### src/rtl/bitonic_sorter_pkg.sv
// Shared types for the bitonic sorter and its controller: muon candidate layout,
// controller state encoding and helpers to move muons in and out of flat slot vectors.
package bitonic_sorter_pkg;

  localparam int PT_WIDTH   = 9;
  localparam int IDX_WIDTH  = 4;
  localparam int MUON_WIDTH = PT_WIDTH + IDX_WIDTH;

  // pt occupies the low bits of a flat slot, idx sits above it.
  typedef struct packed {
    logic [IDX_WIDTH-1:0] idx;
    logic [PT_WIDTH-1:0]  pt;
  } muon_t;

  typedef enum logic [1:0] {
    LOAD   = 2'd0,
    LAUNCH = 2'd1,
    WAIT   = 2'd2,
    UNLOAD = 2'd3
  } ctrl_state_e;

  function automatic muon_t make_muon(input logic [PT_WIDTH-1:0] pt,
                                      input logic [IDX_WIDTH-1:0] idx);
    muon_t m;
    m.pt  = pt;
    m.idx = idx;
    return m;
  endfunction

  function automatic logic [MUON_WIDTH-1:0] pack_muon(input muon_t m);
    return m;
  endfunction

  function automatic muon_t unpack_muon(input logic [MUON_WIDTH-1:0] s);
    return muon_t'(s);
  endfunction

endpackage

### src/rtl/sort_order_checker.sv
// Flags any ascending adjacent pair among the first CHK_NUM slots of a sorted
// frame; only instantiated when SORTER_CHECK_EN is defined.
module sort_order_checker
  import bitonic_sorter_pkg::*;
#(
  parameter int CAND_NUM = 16,
  parameter int CHK_NUM  = 5
) (
  input  logic [CAND_NUM*MUON_WIDTH-1:0] frame,
  output logic                           order_err
);

  muon_t a_m;
  muon_t b_m;

  always_comb begin
    order_err = 1'b0;
    a_m       = '0;
    b_m       = '0;
    for (int k = 0; k < CHK_NUM - 1; k++) begin
      a_m = unpack_muon(frame[k*MUON_WIDTH +: MUON_WIDTH]);
      b_m = unpack_muon(frame[(k+1)*MUON_WIDTH +: MUON_WIDTH]);
      if (a_m.pt < b_m.pt) order_err = 1'b1;
    end
  end

endmodule

### src/rtl/bitonic_sort_ctrl.sv
// Load / launch / wait / unload sequencer in front of the bitonic sorter.
// Define SORTER_CHECK_EN to build the sticky sort-order checker behind sort_err.
module bitonic_sort_ctrl
  import bitonic_sorter_pkg::*;
#(
  parameter int CAND_NUM = 16,
  parameter int OUT_NUM  = 4,
  parameter int SORT_LAT = 2
) (
  input  logic                           clk,
  input  logic                           rst,
  input  logic                           in_valid,
  output logic                           in_ready,
  input  logic [PT_WIDTH-1:0]            in_pt,
  input  logic                           in_last,
  output logic [CAND_NUM*MUON_WIDTH-1:0] srt_m,
  output logic                           srt_start,
  input  logic [CAND_NUM*MUON_WIDTH-1:0] srt_q,
  output logic                           out_valid,
  input  logic                           out_ready,
  output logic [PT_WIDTH-1:0]            out_pt,
  output logic [IDX_WIDTH-1:0]           out_idx,
  output logic [IDX_WIDTH-1:0]           out_rank,
  output logic                           out_last,
  output logic [15:0]                    frames_done,
  output logic                           sort_err
);

  localparam int FW    = CAND_NUM * MUON_WIDTH;
  localparam int LAT_W = $clog2(SORT_LAT + 1) + 1;
  localparam logic [IDX_WIDTH-1:0] LAST_SLOT = IDX_WIDTH'(CAND_NUM - 1);
  localparam logic [IDX_WIDTH-1:0] LAST_RANK = IDX_WIDTH'(OUT_NUM - 1);
  localparam logic [LAT_W-1:0]     LAT_END   = LAT_W'(SORT_LAT);

  // Handshakes: a beat transfers on the rising edge where valid && ready; the
  // sender holds its payload stable while valid is high and ready is low.
  ctrl_state_e state_q, state_d;
  logic [IDX_WIDTH-1:0] slot_q, slot_d;
  logic [LAT_W-1:0]     lat_q, lat_d;
  logic [IDX_WIDTH-1:0] rank_q, rank_d;
  logic                 in_ready_q, in_ready_d;
  logic                 srt_start_q, srt_start_d;
  logic [FW-1:0]        srt_m_q, srt_m_d;
  logic [FW-1:0]        cap_q, cap_d;
  logic                 out_valid_q, out_valid_d;
  logic [PT_WIDTH-1:0]  out_pt_q, out_pt_d;
  logic [IDX_WIDTH-1:0] out_idx_q, out_idx_d;
  logic [IDX_WIDTH-1:0] out_rank_q, out_rank_d;
  logic                 out_last_q, out_last_d;
  logic [15:0]          frames_done_q, frames_done_d;

  logic                 accept;
  logic                 out_hs;
  logic [IDX_WIDTH-1:0] rank_nxt;
  muon_t                head_m;
  muon_t                nxt_m;

  always_comb begin
    state_d       = state_q;
    slot_d        = slot_q;
    lat_d         = lat_q;
    rank_d        = rank_q;
    in_ready_d    = in_ready_q;
    srt_start_d   = srt_start_q;
    srt_m_d       = srt_m_q;
    cap_d         = cap_q;
    out_valid_d   = out_valid_q;
    out_pt_d      = out_pt_q;
    out_idx_d     = out_idx_q;
    out_rank_d    = out_rank_q;
    out_last_d    = out_last_q;
    frames_done_d = frames_done_q;

    accept   = in_valid && in_ready_q;
    out_hs   = out_valid_q && out_ready;
    rank_nxt = rank_q + 1'b1;
    head_m   = unpack_muon(srt_q[MUON_WIDTH-1:0]);
    nxt_m    = unpack_muon(cap_q[int'(rank_nxt)*MUON_WIDTH +: MUON_WIDTH]);

    case (state_q)
      LOAD: begin
        if (accept) begin
          srt_m_d[int'(slot_q)*MUON_WIDTH +: MUON_WIDTH] = pack_muon(make_muon(in_pt, slot_q));
          slot_d = slot_q + 1'b1;
          if (slot_q == LAST_SLOT || in_last) begin
            // Unfilled slots sort to the bottom with pt 0 and keep their own index.
            for (int j = 0; j < CAND_NUM; j++) begin
              if (j > int'(slot_q))
                srt_m_d[j*MUON_WIDTH +: MUON_WIDTH] = pack_muon(make_muon('0, IDX_WIDTH'(j)));
            end
            slot_d      = '0;
            in_ready_d  = 1'b0;
            srt_start_d = 1'b1;
            state_d     = LAUNCH;
          end
        end
      end
      LAUNCH: begin
        srt_start_d = 1'b0;
        lat_d       = LAT_W'(1);
        state_d     = WAIT;
      end
      WAIT: begin
        if (lat_q == LAT_END) begin
          cap_d       = srt_q;
          rank_d      = '0;
          out_valid_d = 1'b1;
          out_pt_d    = head_m.pt;
          out_idx_d   = head_m.idx;
          out_rank_d  = '0;
          out_last_d  = (LAST_RANK == '0);
          state_d     = UNLOAD;
        end else begin
          lat_d = lat_q + 1'b1;
        end
      end
      UNLOAD: begin
        if (out_hs) begin
          if (out_last_q) begin
            out_valid_d   = 1'b0;
            out_pt_d      = '0;
            out_idx_d     = '0;
            out_rank_d    = '0;
            out_last_d    = 1'b0;
            rank_d        = '0;
            frames_done_d = frames_done_q + 16'd1;
            in_ready_d    = 1'b1;
            state_d       = LOAD;
          end else begin
            rank_d     = rank_nxt;
            out_pt_d   = nxt_m.pt;
            out_idx_d  = nxt_m.idx;
            out_rank_d = rank_nxt;
            out_last_d = (rank_nxt == LAST_RANK);
          end
        end
      end
      default: state_d = LOAD;
    endcase
  end

  always_ff @(posedge clk or posedge rst) begin
    if (rst) begin
      state_q       <= LOAD;
      slot_q        <= '0;
      lat_q         <= '0;
      rank_q        <= '0;
      in_ready_q    <= 1'b1;
      srt_start_q   <= 1'b0;
      srt_m_q       <= '0;
      cap_q         <= '0;
      out_valid_q   <= 1'b0;
      out_pt_q      <= '0;
      out_idx_q     <= '0;
      out_rank_q    <= '0;
      out_last_q    <= 1'b0;
      frames_done_q <= '0;
    end else begin
      state_q       <= state_d;
      slot_q        <= slot_d;
      lat_q         <= lat_d;
      rank_q        <= rank_d;
      in_ready_q    <= in_ready_d;
      srt_start_q   <= srt_start_d;
      srt_m_q       <= srt_m_d;
      cap_q         <= cap_d;
      out_valid_q   <= out_valid_d;
      out_pt_q      <= out_pt_d;
      out_idx_q     <= out_idx_d;
      out_rank_q    <= out_rank_d;
      out_last_q    <= out_last_d;
      frames_done_q <= frames_done_d;
    end
  end

`ifdef SORTER_CHECK_EN
  localparam int CHK_NUM = (OUT_NUM + 1 < CAND_NUM) ? OUT_NUM + 1 : CAND_NUM;

  logic chk_err;
  logic capture;
  logic sort_err_q, sort_err_d;

  sort_order_checker #(
    .CAND_NUM (CAND_NUM),
    .CHK_NUM  (CHK_NUM)
  ) u_checker (
    .frame     (srt_q),
    .order_err (chk_err)
  );

  assign capture = (state_q == WAIT) && (lat_q == LAT_END);

  always_comb begin
    sort_err_d = sort_err_q | (capture & chk_err);
  end

  always_ff @(posedge clk or posedge rst) begin
    if (rst) sort_err_q <= 1'b0;
    else     sort_err_q <= sort_err_d;
  end

  assign sort_err = sort_err_q;
`else
  assign sort_err = 1'b0;
`endif

  assign in_ready    = in_ready_q;
  assign srt_start   = srt_start_q;
  assign srt_m       = srt_m_q;
  assign out_valid   = out_valid_q;
  assign out_pt      = out_pt_q;
  assign out_idx     = out_idx_q;
  assign out_rank    = out_rank_q;
  assign out_last    = out_last_q;
  assign frames_done = frames_done_q;

endmodule

### config.mk
export PLATFORM = sky130hd
export DESIGN_NAME = bitonic_sort_ctrl
export DESIGN_NICKNAME = d
export VERILOG_FILES = /design/src/rtl/bitonic_sorter_pkg.sv /design/src/rtl/sort_order_checker.sv /design/src/rtl/bitonic_sort_ctrl.sv
export SDC_FILE = /design/constraint.sdc
export NUM_CORES = 1
export LEC_CHECK = 0
export ABC_AREA = 1
export CAP_MARGIN = 10
export CORE_AREA = 4 4 198 200
export CTS_BUF_LIST = sky130_fd_sc_hd__clkbuf_4
export DETAILED_ROUTE_END_ITERATION = 6
export DIE_AREA = 0 0 202 204
export GPL_ROUTABILITY_DRIVEN = 1
export PLACE_DENSITY = 0.92
export SYNTH_ARGS = -nofsm -noshare
export SYNTH_HDL_FRONTEND = slang
export SYNTH_SLANG_ARGS = --single-unit
### constraint.sdc
create_clock -name clk -period 48.8 [get_ports clk]
set_input_delay 14.64 -clock clk [delete_from_list [all_inputs] [get_ports clk]]
set_output_delay 14.64 -clock clk [all_outputs]
set_load 0.01 [all_outputs]
* Word level (Yosys, flattened, before mapping)
Index checks and enable logic that the tools add are counted. Widths: inputs -> output; s select.
Cells by class: add/subtract/negate cells 5, $mul 2, divide/modulo/power cells 0, $lt $le $gt $ge 15, equal/unequal tests 12, shift operators 3, muxes and demuxes 54, bitwise gates (word level) 0, reductions and logical operators 17
Operators by type and width (count):
- $bwmux 208 | 1
- $shift 13x33->208 const A | 1
- $shiftx 13x33->208 | 1
- $shiftx 208x9->13 | 1
- $mux 13 | 15
- $mux 195 | 1
- $neg 8->33 | 1
- $gt 4x4->1 const A | 8
- $mux 4 | 7
- $mux 9 | 3
- $pmux 9 s2 | 1
- $add 16x1->16 const B | 1
- $gt 3x4->1 const A | 4
- $mul 4x4->8 const B | 2
- $pmux 4 s2 | 2
- $mux 1 | 12
- $ne 2x2->1 const B | 6
- $mux 2 | 5
- $reduce_and 5->1 | 2
- $reduce_and 3->1 | 3
- $add 4x1->4 const B | 2
- $gt 2x4->1 const A | 2
- $pmux 1 s2 | 4
- $pmux 2 s4 | 1
- other kinds (15) | 22
Word-level totals: register bits after elaboration 462, latch bits 0, bits in writable memories 0, ROM bits 0, bits of input ports 222, word-level logic and storage cells 121, memories kept 0

* Longest topological paths before layout
Gate-level depths: netlist of the first run.
word-level depth 6, mapped depth 13

* Least setup slack after synthesis of the first run
OpenSTA, ideal clock, no wires.
kind input port to flip-flop, start point input in_valid, end point register slot_q[2], library setup time 0.095 ns, arrival time 15.623 ns, data required time 48.705 ns, setup slack 33.081 ns, cell stages on the path 7, cells stage by stage nand2_1 nor2_2 inv_2 clkbuf_1 clkbuf_1 nand2_1 o31ai_1
On the way: cells in the longest elaborated chain, start to end 2
Ends and longest elaborated chain:
- start: declaration | RTL line bitonic_sort_ctrl.sv:12 | input logic in_valid,
- $logic_and 1x1->1 | RTL line bitonic_sort_ctrl.sv:74 | accept = in_valid && in_ready_q;
- $reduce_and 2->1 (no source line)
- end signal: assignment | RTL line bitonic_sort_ctrl.sv:160 | slot_q <= slot_d;
- end: declaration | RTL line bitonic_sort_ctrl.sv:38 | logic [IDX_WIDTH-1:0] slot_q, slot_d;
No other way between the ends. A chain may end at the register's enable or synchronous reset.

* Final worst setup path of the first run
start point register out_rank_q[0] (netlist: out_rank[0]), end point output out_rank[0]
RTL lines:
- start: declaration | RTL line bitonic_sort_ctrl.sv:48 | logic [IDX_WIDTH-1:0] out_rank_q, out_rank_d;
- start signal: assignment | RTL line bitonic_sort_ctrl.sv:170 | out_rank_q <= out_rank_d;
- end: declaration | RTL line bitonic_sort_ctrl.sv:23 | output logic [IDX_WIDTH-1:0] out_rank,
No word-level cell between the ends.

==> impl_results.md, run 1 <==
* Status: finished clean
* Vias after detailed routing at 19000
* CP max stage cell: dfrtp_4
* Mapped Nets at 2527
* Antenna Nets Post-Route at 0
* CTS max path bufs at 3
* Ys async rst share at 1.00
* Fin crit period at 17070 ps
* Hold/Removal Path Class: reg2reg
* Total CTS buffers at 117
* GR Layer Usage met3 at 0.0885
* Setup violators final at 0
* Site row count at 71
* Max cap viols at 0
* Average cell area after synthesis at 9.10 um^2
* IO Port Bufs at 466
* Top Usage Layer GRT: met2
* Gates resized, CTS repair at 0
* Fin area at 27300 um^2
* Sink Count at 462
* Die Ht at 204 um
* Peak VDD IR at 0.0345 mV
* Reg clk slew, reported paths at 70 ps
* Design Power at 1520 uW
* DRT Pass-1 Iters at 6
* RSZ-0062 raised after global routing: false
* Critical path's top delay family: flip-flops
* DRC errors left at 0
* WL/cell at 20.3 um
* EDFF count, synth at 0
* HPWL Detailed at 49.5 mm
* First-pass GRT wire length at 106 mm
* Hold Crit Start: srt_m[100]$_DFFE_PP0P_
* Most frequent cells in the layout: nand2_1, clkdlybuf4s50_1, dfrtp_1
* Root Buffer: clkbuf_4
* PwrDens at 55.8 nW/um^2
* Skew final at 35.8 ps
* Share of post-route cells with drive strength above 1 at 0.141
* Vias in the first global route at 19600
* LEAKAGE at 0.0125 uW
* Most common cell after layout, fill and taps aside: nand2_1
* Crit Path Class: reg2out
* Final hold violations at 0
* Hold Slack at 466 ps
* Measured slew at the worst slew-check pin at 1240 ps
* Maximum fanout along the worst path at 67
* Fin nets at 3018
* Met2 Use GR at 0.552
* Synth-to-layout area growth at 30.8%
* Critical Path, Cell by Cell: clkdlybuf4s50_1
* Netlist cell types at 44
* RD Place Congestion at 0.936
* Final Cycle Share at 0.350
* Fillers at 2539
* Worst Setup SP: out_rank[0]$_DFFE_PP0P_
* Cells after synthesis at 2290
* CP startpoint kind: register
* CTS tree: yes
* WL final at 68.3 mm
* Clock Latency Late Sink at 850 ps
* 1st-iter DRT viols at 1743
* Largest net degree at the start of global routing at 235
* Hold Buf Count CTS at 0
* Crit path buf inv count at 1
* Crit path arrival time at 2430 ps
* Met1 Track Usage GR at 0.378
* Seq cells post-synth at 462
* Max-slew violation count at 0
* Max Freq at 58.6 MHz
* Setup tns final at 0 ps
* Total setup buffers inserted after CTS at 0
* Main synth FF type: dfrtp_1
* R2r startpoint: out_rank[0]$_DFFE_PP0P_
* DP Area at 25800 um^2
* Core Area at 37400 um^2
* Yosys warnings at 0
* Crit. End Element: output pin
* Full die area at 41200 um^2
* Slowest stage delay, CP at 880 ps
* DR vias/cell at 5.64
* Total GRT Usage at 0.327
* Critical Path RT at 34160 ps
* Number of H-tree levels at 3
* I/O pin cnt at 468
* GR Overflow Total at 0
* Die X-Extent at 202 um
* Relative slew margins at 0.173
* Post-synthesis sequential area ratio at 0.555
* Initial antenna violation count at 6
* Cell Area, Synth at 20800 um^2
* Initial Util at 0.557
Yosys cell counts, types with 2 or more instances:
library cell  count  share of area
buf_1            12         0.0022
nor2_8            2         0.0019
o21ai_0         190          0.046
o31ai_1           4         0.0014
nand3_2           4         0.0019
clkbuf_1         48         0.0086
nor3_1           15         0.0036
dfrtp_1         461           0.55
nor2_4            7         0.0038
buf_4             5         0.0018
a21oi_1         152          0.037
inv_1           178          0.032
a21boi_0          3         0.0011
or2_1             4         0.0012
mux2_2          142          0.077
o221ai_1          2        0.00084
nand3_1          91          0.022
nor2_1          299          0.054
nor2_2           10         0.0030
ha_1             15         0.0090
nand2_2           9         0.0027
or2_2             5         0.0015
xor2_1           10         0.0042
buf_2            40         0.0096
nand4_1           7         0.0021
o21ai_2           3         0.0013
inv_2            13         0.0023
o21ai_1          31         0.0074
o22ai_1           3        0.00090
o211ai_1         38          0.014
nand2_1         468          0.084
xnor2_1           7         0.0029
final cells by class:
class | count | area [um^2] | area share
clock inverter | 26 | 135 | 0.00496
clock buffer | 171 | 1280 | 0.0471
inverter | 193 | 734 | 0.0269
tap | 511 | 639 | 0.0235
timing repair buffer | 478 | 4770 | 0.175
multi-input combinational | 1529 | 8120 | 0.298
antenna | 3 | 7.51 | 0.000275
sequential | 462 | 11600 | 0.424
power breakdown:
group	switching (uW)	leakage, uW	internal, uW
Clock	159	0.000857	164
Combinational	346	0.00594	248
Sequential	86.7	0.00571	517
Total	592	0.0125	928
routing by layer:
metal  up-vias  share of wire
li1       8515              -
met1      9159           0.36
met2      1115           0.48
met3       235          0.099
met4         6          0.058
met5         -        0.00051
cell families (layout without fill, tap and decap cells):
kind of cell             Yosys count  count (layout)  synth area share
multiplexers                     142             142            0.0767
XOR/XNOR                          17              17           0.00714
AO/OA/AOI/OAI                    427             427             0.109
AND/OR/NAND/NOR                  927             927             0.185
buffers and inverters            299             868            0.0576
other                              1               4          0.000180
flip-flops                       462             462             0.555
adder cells (fa/ha/maj)           15              15           0.00901
path summary, 6_finish.rpt:
path                                           to  slack (ps)  cells past startpoint
max                                   out_rank[0]       31730                      1
min                        srt_m[100]$_DFFE_PP0P_         470                      1
max reg2reg                out_idx[0]$_DFFE_PP0P_       45250                     10
min reg2reg                srt_m[100]$_DFFE_PP0P_         470                      1
max in group asynchronous  cap_q[143]$_DFFE_PP0P_       32070                      4
min in group asynchronous  srt_m[167]$_DFFE_PP0P_       14330                      2
sequential cells by signal, summed over array words and instances (netlist names):
signal / count
out_idx: 4
cap_q: 208
lat_q: 3
out_pt: 9
out_valid: 1
out_rank: 4
slot_q: 4
srt_start: 1
srt_m: 208
state_q: 2
in_ready: 1
frames_done: 16
out_last: 1
stage by stage:
stage / util / setup slack (ps) / std cells
5_1_grt: 0.729 / 31610 / 3372
6_report: 0.729 / 31730 / 3373
2_1_floorplan: - / 21280 / 2290
3_3_place_gp: 0.690 / 31200 / 3172
3_5_place_dp: 0.690 / 31090 / 3172
4_1_cts: 0.728 / 31680 / 3369
No activity file was read; power rests on OpenSTA's default activity.
==> run 2: changes to the inputs <==
--- a/config.mk
+++ b/config.mk
@@ -7,12 +7,12 @@
 export LEC_CHECK = 0
 export ABC_AREA = 1
 export CAP_MARGIN = 10
-export CORE_AREA = 4 4 198 200
+export CORE_AREA = 4 4 206 208
 export CTS_BUF_LIST = sky130_fd_sc_hd__clkbuf_4
 export DETAILED_ROUTE_END_ITERATION = 6
-export DIE_AREA = 0 0 202 204
+export DIE_AREA = 0 0 210 212
 export GPL_ROUTABILITY_DRIVEN = 1
-export PLACE_DENSITY = 0.92
+export PLACE_DENSITY = 0.86
 export SYNTH_ARGS = -nofsm -noshare
 export SYNTH_HDL_FRONTEND = slang
 export SYNTH_SLANG_ARGS = --single-unit
==> constraint.sdc (replaced) <==
create_clock -name clk -period 16.4 [get_ports clk]
set_input_delay 4.92 -clock clk [delete_from_list [all_inputs] [get_ports clk]]
set_output_delay 4.92 -clock clk [all_outputs]
set_load 0.01 [all_outputs]
==> impl_results.md, run 2 (synthesis results as in run 1) <==
* Status: finished with violations
* Failing checks: DRC
* CP max stage cell: dfrtp_4
* Setup violators final at 0 (unchanged)
* RSZ-0062 raised after global routing: false
* Sequential fraction of design power at 0.396 (about the same)
* HPWL Detailed at 48.1 mm (-2.9%)
* Max Freq at 141 MHz
* Setup tns final at 0 ps (unchanged)
* Clock Latency Late Sink at 860 ps (about the same)
* Clock power frac at 0.212 (about the same)
* Core Area at 40600 um^2 (+8.4%)
* CP startpoint kind: register
* WL/cell at 19.8 um (-2.3%)
* Max-slew violation count at 0 (unchanged)
* I/O pin cnt at 468 (unchanged)
* GR Overflow Total at 0 (unchanged)
* Hold/Removal Path Class: reg2reg
* Total GRT Usage at 0.296 (-0.0312)
* PwrDens at 165 nW/um^2 (+200%)
* Hold Buf Count CTS at 0 (unchanged)
* Root Buffer: clkbuf_4
* Switch share at 0.386 (-0.00331)
* Final Cycle Share at 0.434
* First-pass GRT wire length at 104 mm (-2.2%)
* Site row count at 74 (+4.2%)
* Int Pwr at 2760 uW (+200%)
* Hold Slack at 468 ps (+2.64 ps)
* Die Ht at 212 um (+3.9%)
* Initial Util at 0.514 (-0.0433)
* P_sw at 1730 uW (+190%)
* DR vias/cell at 5.55 (-1.6%)
* Share of post-route cells with drive strength above 1 at 0.139 (-0.00170)
* Crit path arrival time at 2190 ps (-240 ps)
* Die X-Extent at 210 um (+4.0%)
* Critical Path, Cell by Cell: clkdlybuf4s50_1
* WL final at 67.1 mm (-1.8%)
* Sink Count at 462 (unchanged)
* IO Port Bufs at 466 (unchanged)
* DRT Pass-1 Iters at 7 (+1)
* Fin crit period at 7110 ps
* Fillers at 3044 (+20%)
* Crit path buf inv count at 1 (unchanged)
* Total setup buffers inserted after CTS at 0 (unchanged)
* CTS max path bufs at 3 (unchanged)
* Relative slew margins at 0.208 (+0.0347)
* Maximum fanout along the worst path at 37 (-45%)
* Antenna Nets Post-Route at 0 (unchanged)
* LEAKAGE at 0.0125 uW (about the same)
* Most common cell after layout, fill and taps aside: nand2_1
* DRC errors left at 4 (+4)
* Register area at 11600 um^2 (unchanged)
* Final hold violations at 0 (unchanged)
* Full die area at 44500 um^2 (+8.0%)
* Vias in the first global route at 19000 (-3.1%)
* Largest net degree at the start of global routing at 187 (-20%)
* Initial antenna violation count at 4 (-2)
* RD Place Congestion at 0.965 (+3.1%)
* 1st-iter DRT viols at 1679 (-3.7%)
* Vias after detailed routing at 18800 (-1.1%)
* Multi-input logic area at 8120 um^2 (unchanged)
* Fin nets at 3021 (+0.099%)
* Slowest stage delay, CP at 720 ps (-160 ps)
* Worst slack, placed at 8520 ps (-22580 ps)
* Measured slew at the worst slew-check pin at 1190 ps (-47.8 ps)
* Synth-to-layout area growth at 30.8% (about the same)
* Max cap viols at 0 (unchanged)
* Crit. End Element: output pin
* Skew final at 34.2 ps (-1.63 ps)
* Total CTS buffers at 116 (-0.85%)
* CTS tree: yes
* Final worst slack at 9290 ps (-22440 ps)
* Crit Path Class: reg2out
* Critical path's top delay family: flip-flops
* Number of H-tree levels at 3 (unchanged)
* Comb pwr share at 0.392 (about the same)
* Reg clk slew, reported paths at 60 ps (about the same)
* Most frequent cells in the layout: nand2_1, clkdlybuf4s50_1, dfrtp_1
* Critical Path RT at 11480 ps (-22680 ps)
* Peak VDD IR at 0.106 mV (+210%)
* Gates resized, CTS repair at 0 (unchanged)
run 2: changes by cell type in the layout (fill, tap and decap cells not counted):
cell,delta
clkinv_2,+3
clkinv_4,-1
buf_4,+3
buf_2,+1
bufinv_16,+1
inv_2,-2
diode_2,-2
inv_8,-1
clkbuf_4,-9
clkinv_1,+4
run 2: final cells by class:
cell class,instances,area share
diodes,1,0.0000918
inverters,193,0.0268
repair buffers,482,0.176
multi-input cells,1529,0.298
clock buffers,162,0.0446
well taps,532,0.0244
clock inverters,30,0.00629
flip-flops and latches,462,0.424
run 2: routing by layer:
layer,track usage,up-vias,wire length [um]
met5,0,-,31
met4,0.152,6,3510
met3,0.0831,223,6850
met2,0.497,1067,32500
met1,0.351,9029,24200
li1,-,8495,-
run 2: metrics by stage:
step	total power, uW	util	instance area, um^2	std cells
6_report	4490	0.672	27300	3391
4_1_cts	4500	0.672	27300	3389
3_3_place_gp	3450	0.638	25900	3197
5_1_grt	4770	0.672	27300	3391
3_5_place_dp	3530	0.638	25900	3197
2_1_floorplan	2830	-	20800	2290
run 2: power by group through the flow:
| stage | Sequential [uW] | Clock, uW | Combinational, uW |
|---|---|---|---|
| after floorplan | 1760 | 0 | 1070 |
| after global placement | 1770 | 0 | 1680 |
| after detailed placement | 1790 | 0 | 1740 |
| after CTS | 1770 | 969 | 1750 |
| after global routing | 1820 | 1030 | 1920 |
| final | 1780 | 951 | 1760 |
run 2: final timing paths:
check | slack, ps | to | start | depth (start not counted)
setup / recovery | 9290 | out_rank[0] | out_rank[0]$_DFFE_PP0P_ | 1
hold / removal | 470 | srt_m[22]$_DFFE_PP0P_ | srt_m[22]$_DFFE_PP0P_ | 1
setup reg to reg | 12510 | out_idx[0]$_DFFE_PP0P_ | out_rank[0]$_DFFE_PP0P_ | 11
hold reg to reg | 470 | srt_m[22]$_DFFE_PP0P_ | srt_m[22]$_DFFE_PP0P_ | 1
max in group asynchronous | 9500 | srt_m[191]$_DFFE_PP0P_ | rst | 5
min in group asynchronous | 4720 | cap_q[174]$_DFFE_PP0P_ | rst | 3
